## src/rtl/core_out_drain_pkg.sv

```systemverilog
// Shared constants and FSM encoding for the core output drain stage.
package core_out_drain_pkg;

    localparam int CORE_COL     = 8;
    localparam int CORE_PSUM_BW = 16;
    localparam int CORE_OUT_BW  = 32;
    localparam int CORE_DEPTH   = 4;
    localparam int BEATS        = (CORE_COL * CORE_PSUM_BW) / CORE_OUT_BW;

    typedef enum logic {
        IDLE = 1'b0,
        SEND = 1'b1
    } drain_state_e;

endpackage

```

## src/rtl/core_out_drain_if.sv

```systemverilog
// Core-side word strobe plus host-side beat handshake and status for core_out_drain.
interface core_out_drain_if #(
    parameter int COL     = core_out_drain_pkg::CORE_COL,
    parameter int PSUM_BW = core_out_drain_pkg::CORE_PSUM_BW,
    parameter int OUT_BW  = core_out_drain_pkg::CORE_OUT_BW,
    parameter int DEPTH   = core_out_drain_pkg::CORE_DEPTH
);

    logic                       valid;
    logic [PSUM_BW*COL-1:0]     coreOut;
    logic                       out_valid;
    logic                       out_ready;
    logic [OUT_BW-1:0]          out_data;
    logic                       out_last;
    logic                       overflow;
    logic [$clog2(DEPTH+1)-1:0] level;
    logic [15:0]                words_out;

    modport slave (
        input  valid, coreOut, out_ready,
        output out_valid, out_data, out_last, overflow, level, words_out
    );

    modport master (
        output valid, coreOut, out_ready,
        input  out_valid, out_data, out_last, overflow, level, words_out
    );

endinterface

```

## src/rtl/core_out_drain_fifo.sv

```systemverilog
// Synchronous word FIFO with registered storage, wrap-around pointers and occupancy count.
module core_out_fifo #(
    parameter int WIDTH = 128,
    parameter int DEPTH = 4
) (
    input  logic                       clk,
    input  logic                       reset,
    input  logic                       push_i,
    input  logic                       pop_i,
    input  logic [WIDTH-1:0]           wdata_i,
    output logic [WIDTH-1:0]           rdata_o,
    output logic [$clog2(DEPTH+1)-1:0] count_o,
    output logic                       full_o,
    output logic                       empty_o
);

    localparam int PW = $clog2(DEPTH);
    localparam int CW = $clog2(DEPTH + 1);

    if (DEPTH < 2 || (DEPTH & (DEPTH - 1)) != 0) begin : gBadDepth
        $error("core_out_fifo: DEPTH must be a power of two >= 2");
    end

    logic [WIDTH-1:0] mem_q [DEPTH];
    logic [PW-1:0]    wrPtr_q;
    logic [PW-1:0]    rdPtr_q;
    logic [CW-1:0]    count_q;

    // Caller guarantees push only when not full or popping in the same cycle.
    always_ff @(posedge clk or posedge reset) begin
        if (reset) begin
            for (int i = 0; i < DEPTH; i++) mem_q[i] <= '0;
            wrPtr_q <= '0;
            rdPtr_q <= '0;
            count_q <= '0;
        end else begin
            if (push_i) begin
                mem_q[wrPtr_q] <= wdata_i;
                wrPtr_q        <= wrPtr_q + PW'(1);
            end
            if (pop_i) rdPtr_q <= rdPtr_q + PW'(1);
            case ({push_i, pop_i})
                2'b10:   count_q <= count_q + CW'(1);
                2'b01:   count_q <= count_q - CW'(1);
                default: count_q <= count_q;
            endcase
        end
    end

    assign rdata_o = mem_q[rdPtr_q];
    assign count_o = count_q;
    assign full_o  = (count_q == CW'(DEPTH));
    assign empty_o = (count_q == '0);

endmodule

```

## src/rtl/core_out_drain.sv

```systemverilog
// Drain stage: buffers core output words and serializes them into beats over valid/ready.
// Optional feature: define CORE_OUT_DRAIN_RELU_EN to clamp negative lanes to zero on capture.
module core_out_drain
    import core_out_drain_pkg::*;
#(
    parameter int col     = CORE_COL,
    parameter int psum_bw = CORE_PSUM_BW,
    parameter int out_bw  = CORE_OUT_BW,
    parameter int depth   = CORE_DEPTH
) (
    input logic              clk,
    input logic              reset,
    core_out_drain_if.slave  bus
);

    localparam int WORD_BW = psum_bw * col;
    localparam int NBEATS  = WORD_BW / out_bw;
    localparam int BIW     = (NBEATS > 1) ? $clog2(NBEATS) : 1;
    localparam int LW      = $clog2(depth + 1);

    if ((WORD_BW % out_bw) != 0) begin : gBadWidth
        $error("core_out_drain: psum_bw*col must be a multiple of out_bw");
    end

    drain_state_e     state_q, state_d;
    logic [BIW-1:0]   beatIdx_q;
    logic [15:0]      wordsOut_q;
    logic             overflow_q;

    logic [WORD_BW-1:0] captureWord;
    logic [WORD_BW-1:0] headWord;
    logic [LW-1:0]      count;
    logic               full;
    logic               empty;
    logic               outValid;
    logic               fire;
    logic               lastBeat;
    logic               pop;
    logic               push;

    always_comb begin
        captureWord = bus.coreOut;
`ifdef CORE_OUT_DRAIN_RELU_EN
        for (int i = 0; i < col; i++) begin
            if (bus.coreOut[psum_bw*(i+1)-1]) captureWord[psum_bw*i +: psum_bw] = '0;
        end
`endif
    end

    assign outValid = (state_q == SEND);
    assign fire     = outValid && bus.out_ready;
    assign lastBeat = (beatIdx_q == BIW'(NBEATS - 1));
    assign pop      = fire && lastBeat;
    // A full FIFO still accepts a word when the head word leaves in the same cycle.
    assign push     = bus.valid && (!full || pop);

    core_out_fifo #(
        .WIDTH (WORD_BW),
        .DEPTH (depth)
    ) u_fifo (
        .clk     (clk),
        .reset   (reset),
        .push_i  (push),
        .pop_i   (pop),
        .wdata_i (captureWord),
        .rdata_o (headWord),
        .count_o (count),
        .full_o  (full),
        .empty_o (empty)
    );

    always_comb begin
        state_d = state_q;
        case (state_q)
            IDLE:    if (push || !empty) state_d = SEND;
            SEND:    if (pop && (count == LW'(1)) && !push) state_d = IDLE;
            default: state_d = IDLE;
        endcase
    end

    always_ff @(posedge clk or posedge reset) begin
        if (reset) begin
            state_q    <= IDLE;
            beatIdx_q  <= '0;
            wordsOut_q <= '0;
            overflow_q <= 1'b0;
        end else begin
            state_q <= state_d;
            if (fire) beatIdx_q <= lastBeat ? '0 : beatIdx_q + BIW'(1);
            if (pop) wordsOut_q <= wordsOut_q + 16'd1;
            if (bus.valid && full && !pop) overflow_q <= 1'b1;
        end
    end

    assign bus.out_valid = outValid;
    assign bus.out_data  = outValid ? headWord[out_bw*beatIdx_q +: out_bw] : '0;
    assign bus.out_last  = outValid && lastBeat;
    assign bus.overflow  = overflow_q;
    assign bus.level     = count;
    assign bus.words_out = wordsOut_q;

endmodule
```

## src/flat_wrapper.sv

```systemverilog
// flat-port wrapper written by rule: the top's interface ports become plain ports
module core_out_drain_flat import core_out_drain_pkg::*;
#(
    parameter int col     = CORE_COL,
    parameter int psum_bw = CORE_PSUM_BW,
    parameter int out_bw  = CORE_OUT_BW,
    parameter int depth   = CORE_DEPTH
)
  (clk, reset, bus_valid, bus_coreOut, bus_out_ready, bus_out_valid, bus_out_data, bus_out_last, bus_overflow, bus_level, bus_words_out);
  core_out_drain_if bus_i ();
  input logic clk;
  input logic reset;
  input wire logic [$bits(bus_i.valid)-1:0] bus_valid;
  input wire logic [$bits(bus_i.coreOut)-1:0] bus_coreOut;
  input wire logic [$bits(bus_i.out_ready)-1:0] bus_out_ready;
  output wire logic [$bits(bus_i.out_valid)-1:0] bus_out_valid;
  output wire logic [$bits(bus_i.out_data)-1:0] bus_out_data;
  output wire logic [$bits(bus_i.out_last)-1:0] bus_out_last;
  output wire logic [$bits(bus_i.overflow)-1:0] bus_overflow;
  output wire logic [$bits(bus_i.level)-1:0] bus_level;
  output wire logic [$bits(bus_i.words_out)-1:0] bus_words_out;
  assign bus_i.valid = bus_valid;
  assign bus_i.coreOut = bus_coreOut;
  assign bus_i.out_ready = bus_out_ready;
  assign bus_out_valid = bus_i.out_valid;
  assign bus_out_data = bus_i.out_data;
  assign bus_out_last = bus_i.out_last;
  assign bus_overflow = bus_i.overflow;
  assign bus_level = bus_i.level;
  assign bus_words_out = bus_i.words_out;
  core_out_drain #(.col(col), .psum_bw(psum_bw), .out_bw(out_bw), .depth(depth)) u_core (.clk(clk), .reset(reset), .bus(bus_i));
endmodule
```

## config.mk

```make
export PLATFORM = sky130hd
export DESIGN_NAME = core_out_drain_flat
export DESIGN_NICKNAME = d
export VERILOG_FILES = /design/src/rtl/core_out_drain_pkg.sv /design/src/rtl/core_out_drain_if.sv /design/src/rtl/core_out_drain_fifo.sv /design/src/rtl/core_out_drain.sv /design/src/flat_wrapper.sv
export SDC_FILE = /design/constraint.sdc
export NUM_CORES = 1
export LEC_CHECK = 0
export ABC_AREA = 1
export BUFFER_PORTS_ARGS = -buffer_cell sky130_fd_sc_hd__buf_2
export CAP_MARGIN = 10
export CORE_MARGIN = 2
export CORE_UTILIZATION = 40
export CTS_CLUSTER_DIAMETER = 50
export DETAILED_ROUTE_END_ITERATION = 6
export HOLD_SLACK_MARGIN = 0.03
export PLACE_DENSITY_LB_ADDON = 0.25
export SLEW_MARGIN = 40
export SYNTH_ARGS = -nofsm -noshare
export SYNTH_HDL_FRONTEND = slang
export SYNTH_SLANG_ARGS = --single-unit
```

## constraint.sdc

```tcl
create_clock -name clk -period 23.9 [get_ports clk]
set_input_delay 2.39 -clock clk [delete_from_list [all_inputs] [get_ports clk]]
set_output_delay 2.39 -clock clk [all_outputs]
set_load 0.01 [all_outputs]
```

# --- After elaboration in Yosys (flattened, before gate mapping) ---
# Index checks and enable logic that the tools add are counted.
word_totals:
  ff_bits: 539
  in_bits: 132
  output_inout_bits: 54
  elab_cells: 58
classes:
  addsub: 6
  magnitude_cmp: 3
  eq_ne: 5
  n_shift: 1
  n_mux: 12
  bitwise: 3
  n_reduce_logical: 17
ops:
  columns: ["op", "count"]
  rows:
  - ["$bwmux 512", 1]
  - ["$mux 128", 3]
  - ["$bmux 128 s2", 1]
  - ["$demux 128 s2", 1]
  - ["$shiftx 128x8->32", 1]
  - ["$mux 32", 1]
  - ["$add 16x1->16 const B", 1]
  - ["$logic_and 1x1->1", 9]
  - ["$add 2x1->2 const B", 3]
  - ["$ge 3x3->1 const B", 2]
  - ["$not 2->3", 2]
  - ["$pmux 3 s2", 1]
  - ["$eq 2x2->1 const B", 2]
  - ["$logic_not 1->1", 4]
  - ["$add 3x1->3 const B", 1]
  - ["$eq 3x1->1 const B", 1]
  - ["$eq 3x3->1 const B", 1]
  - ["$logic_not 3->1", 1]
  - ["$lt 3x1->1 const B", 1]
  - ["$sub 3x1->3 const B", 1]
  - ["$eq 2x1->1 const B", 1]
  - ["$logic_or 1x1->1", 2]
  - ["$mux 1", 2]
  - ["$mux 2", 1]
  - ["3 further kinds", 3]

# --- Longest topological paths before layout ---
# Gate-level depths: netlist of run 1.
depth:
  depth_word: 8
  depth_mapped: 11
  mapped_depth_nobuf: 11

# --- Hierarchy ---
# Synthesis of run 1 repeated with hierarchy kept, for this count alone.
unflattened:
  cells_unflattened: 3174
  hier_area_um2: 25951.1
modules_own_cells:
  columns: ["mod", "n_inst", "cells_each", "area_per_inst_um2", "seq_area_each_um2"]
  rows:
  - ["core_out_fifo", 1, 2803, 23846.6, 12987.5]
  - ["core_out_drain", 1, 371, 2104.5, 500.5]

# --- Worst setup path before layout of run 1 ---
# No wires, ideal clock.
synth_path:
  path_type: "reg2out"
  from: "reg u_core.u_fifo.rdPtr_q[1]"
  to: "out bus_out_data[12]"
  arrival_ps: 1418
  t_required_ps: 21510
  setup_slack_ps: 20092
  path_stages_with_launch: 8
  path_buffers: 2
  path_cell_list: "dfrtp_1 inv_1 clkbuf_1 clkbuf_1 nand2_1 nand3_1 nand3_1 a21oi_1"
synth_between:
  elab_chain_len: 6
synth_lines:
  columns: ["element", "line_no", "rtl"]
  rows:
  - ["from (decl)", "core_out_drain_fifo.sv:26", "logic [PW-1:0] rdPtr_q;"]
  - ["from (signal assigned)", "core_out_drain_fifo.sv:41", "if (pop_i) rdPtr_q <= rdPtr_q + PW'(1);"]
  - ["$not 2->3 (implied by the code)", "core_out_drain_fifo.sv:50", "assign rdata_o = mem_q[rdPtr_q];"]
  - ["$bmux 128 s2", "core_out_drain_fifo.sv:50", null]
  - ["$mux 128 (implied by the code) (2 in a row)", "core_out_drain_fifo.sv:50", null]
  - ["$shiftx 128x8->32", "core_out_drain.sv:96", "assign bus.out_data = outValid ? headWord[out_bw*beatIdx_q +: out_bw] : '0;"]
  - ["$mux 32", "core_out_drain.sv:96", null]
  - ["to (decl)", "flat_wrapper.sv:17", "output wire logic [$bits(bus_i.out_data)-1:0] bus_out_data;"]
# Every way passes these cells. The select of a mux whose other input is x is not followed.

# --- Final worst setup path of run 1 ---
layout_path:
  from: "reg u_core.u_fifo.rdPtr_q[0]"
  to: "out bus_out_data[5]"
# The elaborated chain is that of the path after synthesis.

==> qor.yml, run 1 <==
path_buf_inv: 3
ys_ff_latch: 539
dieArea_um2: 68300
rr_worst_depth: 10
drcViolationCount: 0
min_from: "u_core.bus.words_out[15]"
timing.rr.end: "u_core.u_fifo.mem_q[162]"
post_cts_buffers: 0
power.internal_w: 0.00256
grt_setup_unrepaired: "no"
core_um2: 65600
cp_common_cell: "nand2_1"
path_cells: "buf_6 -> buf_4 -> nand2_1 -> nand2_1 -> nand2_1 -> nand3_1 -> nand3_1 -> a21oi_1 -> buf_2"
combPwrFrac_pct: 40.5
grt_pass1_wl_um: 124000
synthesis.area_um2: 26500
hold_path_depth: 1
cts_sinks: 539
timing.final.crit_share_pct: 27.5
slew_headroom_pct: 45.1
drv_cap: 0
period_needed_ns: 6.58
ant_nets: 0
synth_cell_types: 29
tightest_slew_ns: 0.823
required_ns: 21.51
post-dp-hpwl_um: 49400
drt_first_pass_iters: 6
cts-root-buf: "clkbuf_16"
overflow: 0
dieHeight_um: 261
min_to: "u_core.bus.words_out[15]"
final-hold-violation-count: 0
numPortBuffers: 185
slowest_stage: "dfrtp_4"
rr_startpoint: "u_core.beatIdx_q[1]"
grt_max_degree: 123
powerDensity_nw_per_um2: 149
drive_gt1_share_pct: 10.6
outcome: "finished clean"
ys_seq_area_share_pct: 50.9
cts.clk_slew.worst_paths_ns: 0.05
io_pins: 186
synth_largest_area_cell: "dfrtp_1"
final_common_cell: "nand2_1"
fin_ws_ns: 17.32
routed_wl_um: 79200
cp-end-kind: "output port"
p_clk_share_pct: 23.9
fmax_mhz: 152
seq_power_share_pct: 35.6
yosysWarningCount: 0
cts_resized: 0
finalSetupTns_ns: 0
startpoint_type: "flop"
fin_skew_ns: 0.0227
cts_hold_buffers: 0
vias: 22000
setup_viol: 0
syn_area_per_cell_um2: 7.78
synth_top_area_share_pct: 50.9
grt_pass1_vias: 20800
synth_area_leaders: "dfrtp_1 51%, nand2_1 18%, nand3_1 6.1%"
synth.net_count: 3548
clock_latency_ns: 0.61
cts.htree.levels: 3
cp_top_family: "buffers and inverters"
critPathKind: "reg -> out"
crit_path_max_incr_delay_ns: 0.94
chipWidth_um: 261
wire_per_inst_um: 18.1
cp_max_fo: 72
via_per_inst: 5.01
initial_core_util_pct: 40.3
syn_to_final_growth_pct: 12.1
place_ws_ns: 17.79
cts_buffers: 69
fillers: 6684
antenna_found_initial: 10
hold_path.class: "reg -> reg"
total_power_w: 0.00443
final_cell_mix: "1302 x nand2_1, 536 x dfrtp_1, 403 x inv_1"
power.switching_w: 0.00187
report.final.slew_viol_count: 0
drt_iter0_drc: 2183
final_nets: 3613
critPathArrivalTime_ns: 4.19
peakVddDrop_mv: 0.101
fin_util_pct: 45.2
tritoncts: "done"
p_leak_nw: 15.5
synthCells: 3405
clockBufferDepth: 3
switching_share_pct: 42.1
gp_congestion: 0.811
rows: 94
track_usage_pct: 23.6
r2r_setup_slack_ns: 20.44
-- Yosys cell counts (all sizes together) --
master	number
xor2	8
o21ai	518
o21bai	1
a22oi	1
nand4	3
xnor2	12
nor3	1
clkbuf	50
nand3	326
or3	1
nor2	11
a21oi	32
nand2	1311
inv	409
dfrtp	539
ha	11
buf	171
-- layout make-up --
type	instances	area (µm²)	area share (%)
diodes	1	2.50	0.00843
flip-flops and latches	539	13500	45.5
clock buffers	91	1990	6.71
well taps	864	1080	3.64
repair buffers	215	1310	4.42
inverters	409	1570	5.27
multi-input cells	2236	9910	33.4
clock inverters	24	327	1.10
-- stage by stage --
step,cells,cell area [µm²],hold slack [ns]
after detailed placement,4262,27300,0.460
after CTS,4377,29600,0.476
after global routing,4378,29700,0.494
after global placement,4257,27200,0.458
final,4379,29700,0.464
after floorplan,3405,26500,0.453
-- logic make-up (layout without fill, tap and decap cells) --
kind of cell / after synthesis / count (layout) / synth area share (%)
AO/OA/AOI/OAI: 552 / 552 / 10.9
XOR/XNOR: 20 / 20 / 0.662
adder cells (fa/ha/maj): 11 / 11 / 0.520
buffers and inverters: 630 / 739 / 11.7
flip-flops: 539 / 539 / 50.9
other: 0 / 1 / 0
AND/OR/NAND/NOR: 1653 / 1653 / 25.3
-- per-layer routing --
layer  vias up  track usage [%]  part of all wire, %
li1      10700                -                    -
met5         -                0                0.025
met4         4             6.44                  2.4
met2       613             37.8                   47
met1     10500             33.7                   46
met3       105             3.09                  5.3
-- power groups by stage --
| stage | Sequential, W | Clock (W) | Combinational (W) |
|---|---|---|---|
| CTS | 0.00157 | 0.00108 | 0.00180 |
| floorplan | 0.00150 | 0 | 0.00136 |
| finish | 0.00158 | 0.00106 | 0.00179 |
| global placement | 0.00157 | 0 | 0.00176 |
| global route | 0.00163 | 0.00111 | 0.00205 |
| detailed placement | 0.00158 | 0 | 0.00179 |
-- flip-flops by register name (all words and copies together) (netlist names) --
register,flops
u_core.beatIdx_q,2
u_core.bus.out_valid,1
u_core.bus.overflow,1
u_core.bus.words_out,16
u_core.u_fifo.count_o,3
u_core.u_fifo.mem_q,512
u_core.u_fifo.rdPtr_q,2
u_core.u_fifo.wrPtr_q,2
-- worst register-to-register path, cell delays in order, from the launching register on --
cell and delay, ns:
dfrtp_1 0.37, buf_4 0.30, ha_1 0.31, nand2_2 0.10
nand3_2 0.10, nand2_4 0.12, inv_6 0.08, nand2_8 0.42
buf_6 0.57, buf_6 0.62, o21ai_0 0.30
-- how the worst max path moves through the flow --
stage / startpoint / end / slack, ns / cells past startpoint
after floorplan: reset / u_core.beatIdx_q[0] / 6.44 / 1
after global placement: u_core.u_fifo.rdPtr_q[1] / bus_out_data[5] / 17.72 / 7
after detailed placement: u_core.u_fifo.rdPtr_q[0] / bus_out_data[5] / 17.79 / 9
after CTS: u_core.u_fifo.rdPtr_q[0] / bus_out_data[5] / 17.12 / 9
after global routing: u_core.u_fifo.rdPtr_q[0] / bus_out_data[5] / 17.10 / 9
final: u_core.u_fifo.rdPtr_q[0] / bus_out_data[5] / 17.32 / 9
Power figures use the tool's default switching activity.
==> run 2: changes to the inputs <==
- ABC_AREA: 1 -> 0
- clock period: 23.9 -> 6.8 ns (I/O delays scaled with it)
==> run 2 against run 1 <==
Global-route usage down 4.3 points. Synthesized cell count fell by 49%. Clock skew fell by 0.0056 ns. Area after synthesis up 0.17%. Clock-buffer cell count is 3 higher. Power increased to 3.8 times the previous value. Critical path type unchanged.
==> qor.yml, run 2 <==
outcome: "finished clean"
yosysMostFrequentCell: "dfrtp_1"
post-dp-hpwl_um: 40900  # -17%
ant_nets: 0  # unchanged
clockBufferDepth: 3  # unchanged
syn_area_per_cell_um2: 15.4  # +98%
report.final.slew_viol_count: 0  # unchanged
drt_first_pass_iters: 5  # -1
track_usage_pct: 19.3  # -4.3 points
required_ns: 6.12  # -15.39 ns
clock_latency_ns: 0.63  # +0.02 ns
period_needed_ns: 4.23
total_power_w: 0.0166  # +280%
combPwrFrac_pct: 45.4  # +4.9 points
final_common_cell: "dfrtp_1"
startpoint_type: "flop"
p_clk_share_pct: 19.7  # -4.2 points
critPathArrivalTime_ns: 3.55  # -0.64 ns
power.internal_w: 0.0109  # +330%
cts.clk_slew.worst_paths_ns: 0.06  # about the same
wire_per_inst_um: 23.5  # +30%
setup_viol: 0  # unchanged
grt_pass1_vias: 16100  # -23%
regMostFlops: "u_core.u_fifo.mem_q"
grt_max_degree: 102  # -17%
timing.final.crit_share_pct: 62.2
slowest_stage: "buf_4"
peakVddDrop_mv: 0.254  # +150%
slew_headroom_pct: 41.1  # -4.0 points
numPortBuffers: 185  # unchanged
core_um2: 65700  # +0.18%
synth-async-reset-ratio_pct: 100  # unchanged
ys_seq_area_share_pct: 50.9  # -0.089 points
gp_congestion: 0.752  # -7.2%
critPathKind: "reg -> out"
grt_setup_unrepaired: "no"
finalSetupTns_ns: 0  # unchanged
cts.htree.levels: 2  # -1
io_pins: 186  # unchanged
cp_top_family: "buffers and inverters"
syn_to_final_growth_pct: 13.8
dieHeight_um: 262  # about the same
path_cells: "buf_4 -> nor2_4 -> buf_4 -> a221oi_1 -> o21ai_0 -> o21ai_0 -> buf_2"
dieArea_um2: 68400  # +0.17%
final_cell_mix: "538 x dfrtp_1, 472 x mux2_4, 235 x mux2i_1"
vias: 14900  # -32%
crit_path_max_incr_delay_ns: 0.79  # -0.15 ns
hold_ws_ns: 0.309  # -0.156 ns
powerDensity_nw_per_um2: 552  # +270%
place_ws_ns: 3.14  # -14.64 ns
hold_path.class: "in -> reg"
final_nets: 2026  # -44%
drv_cap: 0  # unchanged
chipWidth_um: 262  # about the same
synth_flop_cell: "dfrtp_1"
cts-root-buf: "clkbuf_16"
overflow: 0  # unchanged
initial_core_util_pct: 40.3  # about the same
tritoncts: "done"
antenna_found_initial: 24  # +14
switching_share_pct: 34.5  # -7.6 points
synthCells: 1723  # -49%
cts_resized: 0  # unchanged
ys_ff_latch: 539  # unchanged
final-hold-violation-count: 0  # unchanged
synthesis.area_um2: 26500  # +0.17%
grt_pass1_wl_um: 101000  # -18%
synth_common_cells: "539 x dfrtp_1, 472 x mux2_4, 235 x mux2i_1, 106 x a22oi_1, 70 x nand2_1"
p_leak_nw: 15.2  # -2.3%
post_cts_buffers: 0  # unchanged
via_per_inst: 5.32  # +6.2%
drcViolationCount: 0  # unchanged
cts_hold_buffers: 1  # +1
fillers: 5770  # -14%
path_buf_inv: 3  # unchanged
cp_max_fo: 50  # -31%
yosysWarningCount: 0  # unchanged
largest_reg_flops: 512  # unchanged
rows: 94  # unchanged
fmax_mhz: 237
synth_largest_area_cell: "dfrtp_1"
fin_skew_ns: 0.0170  # -0.00563 ns
power.switching_w: 0.00575  # +210%
cts_buffers: 61  # -12%
cts_sinks: 539  # unchanged
synth_top_area_share_pct: 50.9  # -0.089 points
drt_iter0_drc: 893  # -59%
fin_ws_ns: 2.57  # -14.74 ns
cp-end-kind: "output port"
drive_gt1_share_pct: 43.4  # +33 points
synth_area_leaders: "dfrtp_1 51%, mux2_4 27%, mux2i_1 8.9%"
routed_wl_um: 65800  # -17%
synth_edf_count: 0  # unchanged
seq_power_share_pct: 35.0  # -0.6 points
tightest_slew_ns: 0.883  # +0.0604 ns
synth_cell_types: 36  # +24%
synth.net_count: 1866  # -47%
## run 2: cell families after synthesis
kind of cell,after synthesis,synth area share (%)
AND/OR/NAND/NOR,100,1.69
buffers and inverters,127,3.54
XOR/XNOR,21,0.693
AO/OA/AOI/OAI,165,4.40
multiplexers,760,38.3
flip-flops,539,50.9
adder cells (fa/ha/maj),11,0.519
## run 2: power groups by stage
stage / registers (W) / clock network [W] / logic [W]
after floorplan: 0.00553 / 0 / 0.00583
after global placement: 0.00578 / 0 / 0.00738
after detailed placement: 0.00581 / 0 / 0.00755
after CTS: 0.00579 / 0.00338 / 0.00758
after global routing: 0.00601 / 0.00351 / 0.00805
final: 0.00582 / 0.00328 / 0.00755
## run 2: cell type report
type	count	area, µm²	share of cell area [%]
clock inverter	16	201	0.667
multi-input combinational	1057	12200	40.4
antenna	6	15.0	0.0498
sequential	539	13500	44.7
inverter	8	35.0	0.116
clock buffer	94	1820	6.04
tap	864	1080	3.58
timing repair buffer	216	1350	4.48
## run 2: worst paths after layout
check                      slack (ns)                        to           startpoint  cells past startpoint
setup / recovery                 2.57          bus_out_data[30]  u_core.beatIdx_q[0]                      7
hold / removal                   0.31      u_core.bus.out_valid            bus_valid                      2
setup reg to reg                 3.28  u_core.u_fifo.mem_q[125]  u_core.beatIdx_q[1]                      7
hold reg to reg                  0.47       u_core.bus.overflow  u_core.bus.overflow                      1
max in group asynchronous        4.63  u_core.u_fifo.mem_q[238]                reset                      5
min in group asynchronous        0.58  u_core.u_fifo.mem_q[137]                reset                      3
## run 2: metal layers
layer  track usage, %  up-vias  share of wire [%]
met5                0        -               0.29
met3             4.73      113                5.0
met2             28.9      284                 45
met1             27.9     7859                 48
li1                 -     6617                  -
met4             5.35       30                2.1
## run 2: metrics by stage
stage / utilization [%] / std cells / cell area [µm²]
final: 45.9 / 2800 / 30200
after global routing: 45.9 / 2799 / 30200
after CTS: 45.8 / 2793 / 30100
after detailed placement: 42.7 / 2682 / 28100
after global placement: 42.5 / 2677 / 28000
after floorplan: - / 1723 / 26500
## run 2: worst reg2reg max path, delay by kind of cell, from the launching register on
kind / cells / cell delay [ns]
AOI/OAI and AO/OA: 1 / 0.49
buffers and inverters: 2 / 0.97
DFF: 1 / 0.40
and+or+nand+nor: 2 / 0.84
muxes: 1 / 0.43
adders and majority gates: 1 / 0.29
